===== src/rtl/axi4l_cmd_master_if.sv =====
`default_nettype none
// ============================================================================
// Module      : axi4l_cmd_master_if
// Description : Bundles the command port, response port and the five
//               AXI4-Lite master channels of axi4l_cmd_master.
//               master modport = block view, slave modport = environment view.
// Revision    : 1.0  initial release
// ============================================================================
interface axi4l_cmd_master_if;
  // command port
  logic        cmd_valid;
  logic        cmd_ready;
  logic        cmd_write;
  logic [31:0] cmd_addr;
  logic [31:0] cmd_wdata;
  logic [3:0]  cmd_wstrb;
  // response port
  logic        rsp_valid;
  logic        rsp_ready;
  logic [31:0] rsp_rdata;
  logic [1:0]  rsp_resp;
  logic        rsp_timeout;
  // AXI4-Lite write address / data / response
  logic [31:0] m_axi4l_awaddr;
  logic [2:0]  m_axi4l_awprot;
  logic        m_axi4l_awvalid;
  logic        m_axi4l_awready;
  logic [31:0] m_axi4l_wdata;
  logic [3:0]  m_axi4l_wstrb;
  logic        m_axi4l_wvalid;
  logic        m_axi4l_wready;
  logic [1:0]  m_axi4l_bresp;
  logic        m_axi4l_bvalid;
  logic        m_axi4l_bready;
  // AXI4-Lite read address / data
  logic [31:0] m_axi4l_araddr;
  logic [2:0]  m_axi4l_arprot;
  logic        m_axi4l_arvalid;
  logic        m_axi4l_arready;
  logic [31:0] m_axi4l_rdata;
  logic [1:0]  m_axi4l_rresp;
  logic        m_axi4l_rvalid;
  logic        m_axi4l_rready;

  modport master (
    input  cmd_valid, cmd_write, cmd_addr, cmd_wdata, cmd_wstrb, rsp_ready,
    input  m_axi4l_awready, m_axi4l_wready, m_axi4l_bresp, m_axi4l_bvalid,
    input  m_axi4l_arready, m_axi4l_rdata, m_axi4l_rresp, m_axi4l_rvalid,
    output cmd_ready, rsp_valid, rsp_rdata, rsp_resp, rsp_timeout,
    output m_axi4l_awaddr, m_axi4l_awprot, m_axi4l_awvalid,
    output m_axi4l_wdata, m_axi4l_wstrb, m_axi4l_wvalid, m_axi4l_bready,
    output m_axi4l_araddr, m_axi4l_arprot, m_axi4l_arvalid, m_axi4l_rready
  );

  modport slave (
    output cmd_valid, cmd_write, cmd_addr, cmd_wdata, cmd_wstrb, rsp_ready,
    output m_axi4l_awready, m_axi4l_wready, m_axi4l_bresp, m_axi4l_bvalid,
    output m_axi4l_arready, m_axi4l_rdata, m_axi4l_rresp, m_axi4l_rvalid,
    input  cmd_ready, rsp_valid, rsp_rdata, rsp_resp, rsp_timeout,
    input  m_axi4l_awaddr, m_axi4l_awprot, m_axi4l_awvalid,
    input  m_axi4l_wdata, m_axi4l_wstrb, m_axi4l_wvalid, m_axi4l_bready,
    input  m_axi4l_araddr, m_axi4l_arprot, m_axi4l_arvalid, m_axi4l_rready
  );
endinterface
`default_nettype wire


===== src/rtl/axi4l_cmd_master.sv =====
`default_nettype none
// ============================================================================
// Module      : axi4l_cmd_master
// Description : Converts single read/write commands from a valid/ready
//               command port into AXI4-Lite transactions, one outstanding at
//               a time, and returns BRESP/RRESP (+ read data) on a
//               valid/ready response port. All outputs are registered.
//               Optional macro AXI4L_CMD_MASTER_TIMEOUT_EN adds a watchdog
//               that aborts a stuck transaction after TIMEOUT_CYCLES cycles.
// Revision    : 1.0  initial release
// ============================================================================
module axi4l_cmd_master #(
  parameter int TIMEOUT_CYCLES = 1024
) (
  input  wire logic           m_axi4l_aclk,
  input  wire logic           m_axi4l_aresetn,
  axi4l_cmd_master_if.master  bus
);

  typedef enum logic [2:0] {
    ST_IDLE    = 3'd0,
    ST_WR_ADDR = 3'd1,
    ST_WR_RESP = 3'd2,
    ST_RD_ADDR = 3'd3,
    ST_RD_DATA = 3'd4,
    ST_RESP    = 3'd5
  } state_t;

  if (TIMEOUT_CYCLES < 2) begin : g_bad_timeout
    $error("axi4l_cmd_master: TIMEOUT_CYCLES must be at least 2");
  end

  state_t      state;
  logic        cmd_ready_q;
  logic        awvalid_q;
  logic        wvalid_q;
  logic        arvalid_q;
  logic        bready_q;
  logic        rready_q;
  logic [31:0] addr_q;
  logic [31:0] wdata_q;
  logic [3:0]  wstrb_q;
  logic        rsp_valid_q;
  logic [31:0] rsp_rdata_q;
  logic [1:0]  rsp_resp_q;

  // A write channel counts as finished once its valid has dropped or is
  // being accepted this cycle; AW and W complete independently.
  logic aw_done;
  logic w_done;
  assign aw_done = !awvalid_q || bus.m_axi4l_awready;
  assign w_done  = !wvalid_q  || bus.m_axi4l_wready;

`ifdef AXI4L_CMD_MASTER_TIMEOUT_EN
  localparam int CNT_W = $clog2(TIMEOUT_CYCLES);

  logic [CNT_W-1:0] tmo_cnt;
  logic             tmo_active;
  logic             timeout_hit;
  logic             timeout_q;

  assign tmo_active  = (state == ST_WR_ADDR) || (state == ST_WR_RESP) ||
                       (state == ST_RD_ADDR) || (state == ST_RD_DATA);
  // Last waiting cycle: the abort takes effect on this edge.
  assign timeout_hit = tmo_active && (tmo_cnt == CNT_W'(TIMEOUT_CYCLES - 1));

  // Watchdog: held at zero while idle, counts every cycle spent waiting on the bus.
  always_ff @(posedge m_axi4l_aclk or negedge m_axi4l_aresetn) begin
    if (!m_axi4l_aresetn) begin
      tmo_cnt <= '0;
    end else if (state == ST_IDLE) begin
      tmo_cnt <= '0;
    end else if (tmo_active && !timeout_hit) begin
      tmo_cnt <= tmo_cnt + 1'b1;
    end
  end

  assign bus.rsp_timeout = timeout_q;
`else
  assign bus.rsp_timeout = 1'b0;
`endif

  // Transaction FSM; every bus-facing output is a register updated here.
  always_ff @(posedge m_axi4l_aclk or negedge m_axi4l_aresetn) begin
    if (!m_axi4l_aresetn) begin
      state       <= ST_IDLE;
      cmd_ready_q <= 1'b0;
      awvalid_q   <= 1'b0;
      wvalid_q    <= 1'b0;
      arvalid_q   <= 1'b0;
      bready_q    <= 1'b0;
      rready_q    <= 1'b0;
      addr_q      <= '0;
      wdata_q     <= '0;
      wstrb_q     <= '0;
      rsp_valid_q <= 1'b0;
      rsp_rdata_q <= '0;
      rsp_resp_q  <= '0;
`ifdef AXI4L_CMD_MASTER_TIMEOUT_EN
      timeout_q   <= 1'b0;
`endif
    end else begin
      case (state)
        ST_IDLE: begin
          if (cmd_ready_q && bus.cmd_valid) begin
            cmd_ready_q <= 1'b0;
            addr_q      <= bus.cmd_addr;
            wdata_q     <= bus.cmd_wdata;
            wstrb_q     <= bus.cmd_wstrb;
            if (bus.cmd_write) begin
              awvalid_q <= 1'b1;
              wvalid_q  <= 1'b1;
              state     <= ST_WR_ADDR;
            end else begin
              arvalid_q <= 1'b1;
              state     <= ST_RD_ADDR;
            end
          end else begin
            // Also raises cmd_ready on the first clock after reset release.
            cmd_ready_q <= 1'b1;
          end
        end

        ST_WR_ADDR: begin
          if (bus.m_axi4l_awready) awvalid_q <= 1'b0;
          if (bus.m_axi4l_wready)  wvalid_q  <= 1'b0;
          if (aw_done && w_done) begin
            bready_q <= 1'b1;
            state    <= ST_WR_RESP;
          end
        end

        ST_WR_RESP: begin
          if (bus.m_axi4l_bvalid) begin
            bready_q    <= 1'b0;
            rsp_resp_q  <= bus.m_axi4l_bresp;
            rsp_rdata_q <= '0;
            rsp_valid_q <= 1'b1;
            state       <= ST_RESP;
          end
        end

        ST_RD_ADDR: begin
          if (bus.m_axi4l_arready) begin
            arvalid_q <= 1'b0;
            rready_q  <= 1'b1;
            state     <= ST_RD_DATA;
          end
        end

        ST_RD_DATA: begin
          if (bus.m_axi4l_rvalid) begin
            rready_q    <= 1'b0;
            rsp_rdata_q <= bus.m_axi4l_rdata;
            rsp_resp_q  <= bus.m_axi4l_rresp;
            rsp_valid_q <= 1'b1;
            state       <= ST_RESP;
          end
        end

        ST_RESP: begin
          if (bus.rsp_ready) begin
            rsp_valid_q <= 1'b0;
            cmd_ready_q <= 1'b1;
`ifdef AXI4L_CMD_MASTER_TIMEOUT_EN
            timeout_q   <= 1'b0;
`endif
            state       <= ST_IDLE;
          end
        end

        default: begin
          state       <= ST_IDLE;
          awvalid_q   <= 1'b0;
          wvalid_q    <= 1'b0;
          arvalid_q   <= 1'b0;
          bready_q    <= 1'b0;
          rready_q    <= 1'b0;
          rsp_valid_q <= 1'b0;
          cmd_ready_q <= 1'b0;
        end
      endcase

`ifdef AXI4L_CMD_MASTER_TIMEOUT_EN
      // Abort overrides whatever the wait state decided on this edge.
      if (timeout_hit) begin
        awvalid_q   <= 1'b0;
        wvalid_q    <= 1'b0;
        arvalid_q   <= 1'b0;
        bready_q    <= 1'b0;
        rready_q    <= 1'b0;
        timeout_q   <= 1'b1;
        rsp_resp_q  <= 2'b10;
        rsp_rdata_q <= '0;
        rsp_valid_q <= 1'b1;
        state       <= ST_RESP;
      end
`endif
    end
  end

  assign bus.cmd_ready       = cmd_ready_q;
  assign bus.m_axi4l_awaddr  = addr_q;
  assign bus.m_axi4l_awprot  = 3'b000;
  assign bus.m_axi4l_awvalid = awvalid_q;
  assign bus.m_axi4l_wdata   = wdata_q;
  assign bus.m_axi4l_wstrb   = wstrb_q;
  assign bus.m_axi4l_wvalid  = wvalid_q;
  assign bus.m_axi4l_bready  = bready_q;
  assign bus.m_axi4l_araddr  = addr_q;
  assign bus.m_axi4l_arprot  = 3'b000;
  assign bus.m_axi4l_arvalid = arvalid_q;
  assign bus.m_axi4l_rready  = rready_q;
  assign bus.rsp_valid       = rsp_valid_q;
  assign bus.rsp_rdata       = rsp_rdata_q;
  assign bus.rsp_resp        = rsp_resp_q;

endmodule
`default_nettype wire


===== src/flat_wrapper.sv =====
// flat-port wrapper written by rule: the top's interface ports become plain ports
module axi4l_cmd_master_flat 
#(
  parameter int TIMEOUT_CYCLES = 1024
)
  (m_axi4l_aclk, m_axi4l_aresetn, bus_cmd_valid, bus_cmd_write, bus_cmd_addr, bus_cmd_wdata, bus_cmd_wstrb, bus_rsp_ready, bus_m_axi4l_awready, bus_m_axi4l_wready, bus_m_axi4l_bresp, bus_m_axi4l_bvalid, bus_m_axi4l_arready, bus_m_axi4l_rdata, bus_m_axi4l_rresp, bus_m_axi4l_rvalid, bus_cmd_ready, bus_rsp_valid, bus_rsp_rdata, bus_rsp_resp, bus_rsp_timeout, bus_m_axi4l_awaddr, bus_m_axi4l_awprot, bus_m_axi4l_awvalid, bus_m_axi4l_wdata, bus_m_axi4l_wstrb, bus_m_axi4l_wvalid, bus_m_axi4l_bready, bus_m_axi4l_araddr, bus_m_axi4l_arprot, bus_m_axi4l_arvalid, bus_m_axi4l_rready);
  axi4l_cmd_master_if bus_i ();
  input  wire logic m_axi4l_aclk;
  input  wire logic m_axi4l_aresetn;
  input wire logic [$bits(bus_i.cmd_valid)-1:0] bus_cmd_valid;
  input wire logic [$bits(bus_i.cmd_write)-1:0] bus_cmd_write;
  input wire logic [$bits(bus_i.cmd_addr)-1:0] bus_cmd_addr;
  input wire logic [$bits(bus_i.cmd_wdata)-1:0] bus_cmd_wdata;
  input wire logic [$bits(bus_i.cmd_wstrb)-1:0] bus_cmd_wstrb;
  input wire logic [$bits(bus_i.rsp_ready)-1:0] bus_rsp_ready;
  input wire logic [$bits(bus_i.m_axi4l_awready)-1:0] bus_m_axi4l_awready;
  input wire logic [$bits(bus_i.m_axi4l_wready)-1:0] bus_m_axi4l_wready;
  input wire logic [$bits(bus_i.m_axi4l_bresp)-1:0] bus_m_axi4l_bresp;
  input wire logic [$bits(bus_i.m_axi4l_bvalid)-1:0] bus_m_axi4l_bvalid;
  input wire logic [$bits(bus_i.m_axi4l_arready)-1:0] bus_m_axi4l_arready;
  input wire logic [$bits(bus_i.m_axi4l_rdata)-1:0] bus_m_axi4l_rdata;
  input wire logic [$bits(bus_i.m_axi4l_rresp)-1:0] bus_m_axi4l_rresp;
  input wire logic [$bits(bus_i.m_axi4l_rvalid)-1:0] bus_m_axi4l_rvalid;
  output wire logic [$bits(bus_i.cmd_ready)-1:0] bus_cmd_ready;
  output wire logic [$bits(bus_i.rsp_valid)-1:0] bus_rsp_valid;
  output wire logic [$bits(bus_i.rsp_rdata)-1:0] bus_rsp_rdata;
  output wire logic [$bits(bus_i.rsp_resp)-1:0] bus_rsp_resp;
  output wire logic [$bits(bus_i.rsp_timeout)-1:0] bus_rsp_timeout;
  output wire logic [$bits(bus_i.m_axi4l_awaddr)-1:0] bus_m_axi4l_awaddr;
  output wire logic [$bits(bus_i.m_axi4l_awprot)-1:0] bus_m_axi4l_awprot;
  output wire logic [$bits(bus_i.m_axi4l_awvalid)-1:0] bus_m_axi4l_awvalid;
  output wire logic [$bits(bus_i.m_axi4l_wdata)-1:0] bus_m_axi4l_wdata;
  output wire logic [$bits(bus_i.m_axi4l_wstrb)-1:0] bus_m_axi4l_wstrb;
  output wire logic [$bits(bus_i.m_axi4l_wvalid)-1:0] bus_m_axi4l_wvalid;
  output wire logic [$bits(bus_i.m_axi4l_bready)-1:0] bus_m_axi4l_bready;
  output wire logic [$bits(bus_i.m_axi4l_araddr)-1:0] bus_m_axi4l_araddr;
  output wire logic [$bits(bus_i.m_axi4l_arprot)-1:0] bus_m_axi4l_arprot;
  output wire logic [$bits(bus_i.m_axi4l_arvalid)-1:0] bus_m_axi4l_arvalid;
  output wire logic [$bits(bus_i.m_axi4l_rready)-1:0] bus_m_axi4l_rready;
  assign bus_i.cmd_valid = bus_cmd_valid;
  assign bus_i.cmd_write = bus_cmd_write;
  assign bus_i.cmd_addr = bus_cmd_addr;
  assign bus_i.cmd_wdata = bus_cmd_wdata;
  assign bus_i.cmd_wstrb = bus_cmd_wstrb;
  assign bus_i.rsp_ready = bus_rsp_ready;
  assign bus_i.m_axi4l_awready = bus_m_axi4l_awready;
  assign bus_i.m_axi4l_wready = bus_m_axi4l_wready;
  assign bus_i.m_axi4l_bresp = bus_m_axi4l_bresp;
  assign bus_i.m_axi4l_bvalid = bus_m_axi4l_bvalid;
  assign bus_i.m_axi4l_arready = bus_m_axi4l_arready;
  assign bus_i.m_axi4l_rdata = bus_m_axi4l_rdata;
  assign bus_i.m_axi4l_rresp = bus_m_axi4l_rresp;
  assign bus_i.m_axi4l_rvalid = bus_m_axi4l_rvalid;
  assign bus_cmd_ready = bus_i.cmd_ready;
  assign bus_rsp_valid = bus_i.rsp_valid;
  assign bus_rsp_rdata = bus_i.rsp_rdata;
  assign bus_rsp_resp = bus_i.rsp_resp;
  assign bus_rsp_timeout = bus_i.rsp_timeout;
  assign bus_m_axi4l_awaddr = bus_i.m_axi4l_awaddr;
  assign bus_m_axi4l_awprot = bus_i.m_axi4l_awprot;
  assign bus_m_axi4l_awvalid = bus_i.m_axi4l_awvalid;
  assign bus_m_axi4l_wdata = bus_i.m_axi4l_wdata;
  assign bus_m_axi4l_wstrb = bus_i.m_axi4l_wstrb;
  assign bus_m_axi4l_wvalid = bus_i.m_axi4l_wvalid;
  assign bus_m_axi4l_bready = bus_i.m_axi4l_bready;
  assign bus_m_axi4l_araddr = bus_i.m_axi4l_araddr;
  assign bus_m_axi4l_arprot = bus_i.m_axi4l_arprot;
  assign bus_m_axi4l_arvalid = bus_i.m_axi4l_arvalid;
  assign bus_m_axi4l_rready = bus_i.m_axi4l_rready;
  axi4l_cmd_master #(.TIMEOUT_CYCLES(TIMEOUT_CYCLES)) u_core (.m_axi4l_aclk(m_axi4l_aclk), .m_axi4l_aresetn(m_axi4l_aresetn), .bus(bus_i));
endmodule

===== config.mk =====
export PLATFORM = sky130hd
export DESIGN_NAME = axi4l_cmd_master_flat
export DESIGN_NICKNAME = d
export VERILOG_FILES = /design/src/rtl/axi4l_cmd_master_if.sv /design/src/rtl/axi4l_cmd_master.sv /design/src/flat_wrapper.sv
export SDC_FILE = /design/constraint.sdc
export NUM_CORES = 1
export LEC_CHECK = 0
export ABC_CLOCK_PERIOD_IN_PS = 3040
export BUFFER_PORTS_ARGS = -buffer_cell sky130_fd_sc_hd__buf_2
export CELL_PAD_IN_SITES_DETAIL_PLACEMENT = 1
export CELL_PAD_IN_SITES_GLOBAL_PLACEMENT = 2
export CORE_UTILIZATION = 29
export CTS_BUF_LIST = sky130_fd_sc_hd__clkbuf_4 sky130_fd_sc_hd__clkbuf_8
export CTS_CLUSTER_SIZE = 28
export DETAILED_ROUTE_END_ITERATION = 8
export PLACE_DENSITY = 0.85
export SETUP_SLACK_MARGIN = 0.15
export SLEW_MARGIN = 20
export SYNTH_ARGS = -nofsm -noshare
export SYNTH_HDL_FRONTEND = slang
export SYNTH_SLANG_ARGS = --single-unit
export TNS_END_PERCENT = 50

===== constraint.sdc =====
create_clock -name m_axi4l_aclk -period 3.04 [get_ports m_axi4l_aclk]
set_input_delay 0.76 -clock m_axi4l_aclk [delete_from_list [all_inputs] [get_ports m_axi4l_aclk]]
set_output_delay 0.76 -clock m_axi4l_aclk [all_outputs]
set_load 0.03 [all_outputs]

# == Word-level counts from Yosys, hierarchy flattened ==
# Index checks and enable logic that the tools add are counted.
# totals
regBits,112
output_inout_bits,148
word_cells,95
# op_classes
eq_ne,15
muxes,37
bitwise_logic,6
reduce_logical,24
# op_table
operator,count
$mux W32,2
$pmux W32 S2,1
$reduce_or A4 Y1,5
$mux W3,6
$pmux W1 S3,6
$pmux W3 S6,1
$mux W1,16
$ne A2 B2 Y1 const B,8
$reduce_and A4 Y1,4
$reduce_and A3 Y1,3
$eq A3 B2 Y1 const B,2
$eq A3 B3 Y1 const B,2
$mux W2,3
$not A1 Y1,6
$reduce_and A6 Y1,1
$ne A2 B1 Y1 const B,2
$pmux W1 S4,1
$pmux W2 S2,1
$reduce_and A2 Y1,2
$eq A3 B1 Y1 const B,1
$logic_not A3 Y1,1
$reduce_or A3 Y1,1
$logic_and A1 B1 Y1,2
$logic_not A1 Y1,2
2 further kinds,3

# == Longest topological paths before layout ==
# depth
ltp_word,5
ltp_mapped,6

# == Worst setup path after synthesis ==
# OpenSTA, ideal clock, no wires.
# synth_timing
kind,in2reg
start,input bus_m_axi4l_rvalid
end,"register u_core.rsp_rdata_q[12], in the netlist u_core.bus.rsp_rdata[12]"
t_arrival_ns,1.452
t_required_ns,2.908
path_slack_ns,1.456
cell_stages,6
n_path_buf,2
cell_sequence,nand3b_1 > a21o_2 > buf_6 > buf_4 > nand2_1 > o21ai_1
# synth_via
elab_chain_cells,2
# synth_rtl
item,line,source
start: declaration,flat_wrapper.sv:23,input wire logic [$bits(bus_i.m_axi4l_rvalid)-1:0] bus_m_axi4l_rvalid;
$ne A2 B2 Y1 (no line),n/a,
$reduce_and A3 Y1 (no line),n/a,
end signal: assignment,axi4l_cmd_master.sv:154,rsp_rdata_q <= bus.m_axi4l_rdata;
end: declaration,axi4l_cmd_master.sv:44,logic [31:0] rsp_rdata_q;
# No other way between the ends.
# A chain may end at the register's enable or synchronous reset.

# == Final worst setup path ==
# layout_timing
start,register u_core.state[2]
end,"register u_core.addr_q[25], in the netlist u_core.bus.m_axi4l_araddr[25]"
# layout_via
elab_chain_cells,2
# layout_rtl
item,line,source
start: declaration,axi4l_cmd_master.sv:33,state_t state;
start signal: assignment,axi4l_cmd_master.sv:86,state <= ST_IDLE;
start signal: assignment,axi4l_cmd_master.sv:113,state <= ST_WR_ADDR;
start signal: assignment,axi4l_cmd_master.sv:116,state <= ST_RD_ADDR;
$logic_not A3 Y1,axi4l_cmd_master.sv:103,case (state)
$reduce_and A2 Y1 (no line),n/a,
end signal: assignment,axi4l_cmd_master.sv:107,addr_q <= bus.cmd_addr;
end: declaration,axi4l_cmd_master.sv:40,logic [31:0] addr_q;
# No other way between the ends.

==> metrics.log <==
[metrics] Final Hold Vio Count: 0
[metrics] gr usage total: 15.99%
[metrics] LEAKAGE: 0.003208 uW
[metrics] drt drc: 0
[metrics] Most Crowded Layer GR: met2
[metrics] minimum period implied by the final worst setup slack: 2.072 ns
[metrics] clock transition time at the flip-flop clock pins of the worst setup and hold paths: 0.11 ns
[metrics] Floorplan Core Area: 16060 um2
[metrics] clock sink total: 112
[metrics] layout cell share with drive strength beyond 1: 56.75%
[metrics] dominant cells by area after synthesis: dfrtp_1 (58%), mux2_2 (14%), buf_4 (6.8%)
[metrics] Routed Wire Length: 13.40 mm
[metrics] pin count of the biggest net entering global routing: 113
[metrics] area added between synthesis and finish: 29.44%
[metrics] met3 track demand over resource: 4.244%
[metrics] fraction of the yosys area taken by sequential cells: 57.94%
[metrics] post-synthesis instance area: 4837 um2
[metrics] data required time at the worst endpoint: 3.30 ns
[metrics] fraction of the cycle the final worst path needs: 68.14%
[metrics] number of buffer cells added on primary ports: 254
[metrics] met1 usage in global routing: 17.43%
[metrics] num rows: 46
[metrics] Synth warnings: 0
[metrics] initial drt markers: 133
[metrics] number of enable-type register cells in the synthesized netlist: 0
[metrics] RSZ-0062 raised after global routing: false
[metrics] met2 usage: 28.52%
[metrics] Sum Neg Setup Slack: 0 ns
[metrics] Die H: 131.2 um
[metrics] Final Setup Violations: 0
[metrics] critical path, cell by cell: nor2b_2, nand3_4, buf_12, mux2_2
[metrics] grt total ovfl: 0
[metrics] postcts setup bufs: 0
[metrics] router iterations before antenna repair: 4
[metrics] standard cell area after detailed placement: 6050 um2
[metrics] normalized max-slew margin: 57.88%
[metrics] skew final: 0.009898 ns
[metrics] syn avg cell area: 12.15 um2
[metrics] drt via density: 4.484
[metrics] crit path DAT: 2.33 ns
[metrics] Initial Utilization: 30.12%
[metrics] highest achievable clock rate: 482.7 MHz
[metrics] setup slack, reg-to-reg: 0.97 ns
[metrics] Worst-Skew Late Latency: 0.38 ns
[metrics] vias in the first global route: 4070
[metrics] placer congestion estimate: 0.8825
[metrics] number of buffers inserted during clock tree synthesis: 9
[metrics] DP HPWL: 10.14 mm
[metrics] synth unique cells: 37
[metrics] fill count: 1836
[metrics] post-synthesis async set-or-reset flop share: 100.0%
[metrics] number of H-tree levels: 3
[metrics] CTS tree: done
[metrics] wire length of the first global-routing pass: 21.74 mm
[metrics] total via count in the routed design: 3762
[metrics] cts repair resizes: 0
[metrics] number of routed nets with antenna violations: 0
[metrics] count leader, synth: dfrtp_1
[metrics] master of the slowest instance on the critical path: dfrtp_1
[metrics] proportion of netlist area held by the largest area contributor: 57.94%
[metrics] ranking of synthesized cells by instance count: dfrtp_1 (112), nand2_1 (74), mux2_2 (59), buf_4 (44), o21ai_1 (32)
[metrics] worst hold-check path type: primary input to async pin
[metrics] area leader, netlist: dfrtp_1
[metrics] Wirelength per Cell: 15.97 um
[metrics] Post-CTS Hold Fix Bufs: 0
[metrics] delay contributed by the slowest stage of the critical path: 0.61 ns
[metrics] max-slew violation count: 0
[metrics] dominant register cell in the synthesized netlist: dfrtp_1
[metrics] number of violations of the max-capacitance limit: 0
[metrics] CP Class: register to register
[metrics] number of top-level design ports: 262
[metrics] number of buffers on the longest clock path: 2
[metrics] chip width: 131.2 um
[metrics] total number of nets in the final design: 731
[metrics] run status: finished clean
[metrics] final design instance area without fill: 6261 um2
[metrics] power density over cell area: 1260 nW/um2
[metrics] Die ar.: 17200 um2
[metrics] type of origin of the critical path: register
[metrics] antenna violations before repair: 1
[metrics] slew at the pin closest to its max-slew limit: 0.6317 ns
[metrics] number of cells produced by synthesis: 398
[metrics] root buffer cell: clkbuf_8
[metrics] count of state elements after synthesis: 112
[metrics] Max VDD drop: 0.4469 mV
[metrics] peak fanout along the critical path: 33
[metrics] capturing element type of the critical path: register
## per-stage QoR
stage | utilization, % | power, uW | hold slack [ns] | std cells | setup WS, ns
after floorplan | - | 5961 | 0.4644 | 404 | 1.456
after global placement | 37.67 | 6872 | 0.4629 | 822 | 0.9849
after detailed placement | 37.67 | 7028 | 0.4723 | 822 | 0.8750
after CTS | 38.97 | 8008 | 0.4682 | 838 | 0.9343
after global routing | 38.99 | 8349 | 0.4543 | 839 | 0.7489
final | 38.99 | 7891 | 0.4308 | 839 | 0.9684
## layer usage
metal  wire length [um]  share of wire [%]
met1               5216                 39
met2               6903                 52
met3                879                6.6
met4                400                3.0
met5                  0                  0
## registers in the layout, indices dropped and copies added (netlist names), 2 cells and up
register,cells
u_core.bus.m_axi4l_araddr,32
u_core.state,3
u_core.bus.rsp_rdata,32
u_core.bus.m_axi4l_wstrb,4
u_core.bus.rsp_resp,2
u_core.bus.m_axi4l_wdata,32
## placed cells by master (no fill, tap or decap), drive strengths merged
cell type    n
o22ai        2
o211ai       3
conb         7
nor2         4
buf        261
nor3         1
a32o         1
nand4        3
o2bb2ai      2
clkinv       3
diode        1
o41ai        1
bufinv       1
nand2b       2
nand2       74
mux2i        2
mux2        69
nor2b        3
a22o         2
nand3b       2
o21ai       38
a21o         3
clkbuf       9
o221a        1
dfrtp      112
inv          8
o31ai        1
a21oi        4
nand3        2
or2          1
## logic make-up after synthesis
logic type,after synthesis,synth area share [%]
flops,112,57.94
buf+inv,64,9.467
compound gates,58,7.062
simple gates,92,8.277
other cells,1,0.07753
mux,71,17.18
## area by class of cell
class / instances / area (um2) / area share [%]
Antenna cell: 1 / 2.502 / 0.03997
Sequential cell: 112 / 2803 / 44.76
Clock buffer: 9 / 123.9 / 1.978
Clock inverter: 7 / 85.08 / 1.359
Inverter: 5 / 18.77 / 0.2998
Timing Repair Buffer: 261 / 1351 / 21.58
Multi-Input combinational cell: 228 / 1607 / 25.66
Tap cell: 216 / 270.3 / 4.317
## worst max-delay path: cells and delay by family (launching register included)
kind | cells | cell delay [ns]
and+or+nand+nor | 2 | 0.68
DFF | 1 | 0.61
buffers and inverters | 1 | 0.35
muxes | 1 | 0.29
## worst paths after layout
kind | startpoint | to | cells after the start
max | u_core.state[2]$_DFFE_PN0P_ | u_core.bus.m_axi4l_araddr[25]$_DFFE_PN0P_ | 4
min | m_axi4l_aresetn | u_core.bus.rsp_rdata[10]$_DFFE_PN0P_ | 2
max reg2reg | u_core.state[2]$_DFFE_PN0P_ | u_core.bus.m_axi4l_araddr[25]$_DFFE_PN0P_ | 4
min reg2reg | u_core.bus.rsp_rdata[24]$_DFFE_PN0P_ | u_core.bus.rsp_rdata[24]$_DFFE_PN0P_ | 2
max in group asynchronous | m_axi4l_aresetn | u_core.bus.m_axi4l_wdata[4]$_DFFE_PN0P_ | 2
min in group m_axi4l_aclk | u_core.bus.rsp_rdata[24]$_DFFE_PN0P_ | u_core.bus.rsp_rdata[24]$_DFFE_PN0P_ | 2
## power breakdown
part / internal, uW / leakage [uW] / switching [uW] / total (uW)
Combinational: 1400 / 0.00170 / 2900 / 4300
Sequential: 2170 / 0.00140 / 454 / 2630
Clock: 398 / 0.000106 / 561 / 959
No activity file was read; power rests on OpenSTA's default activity.
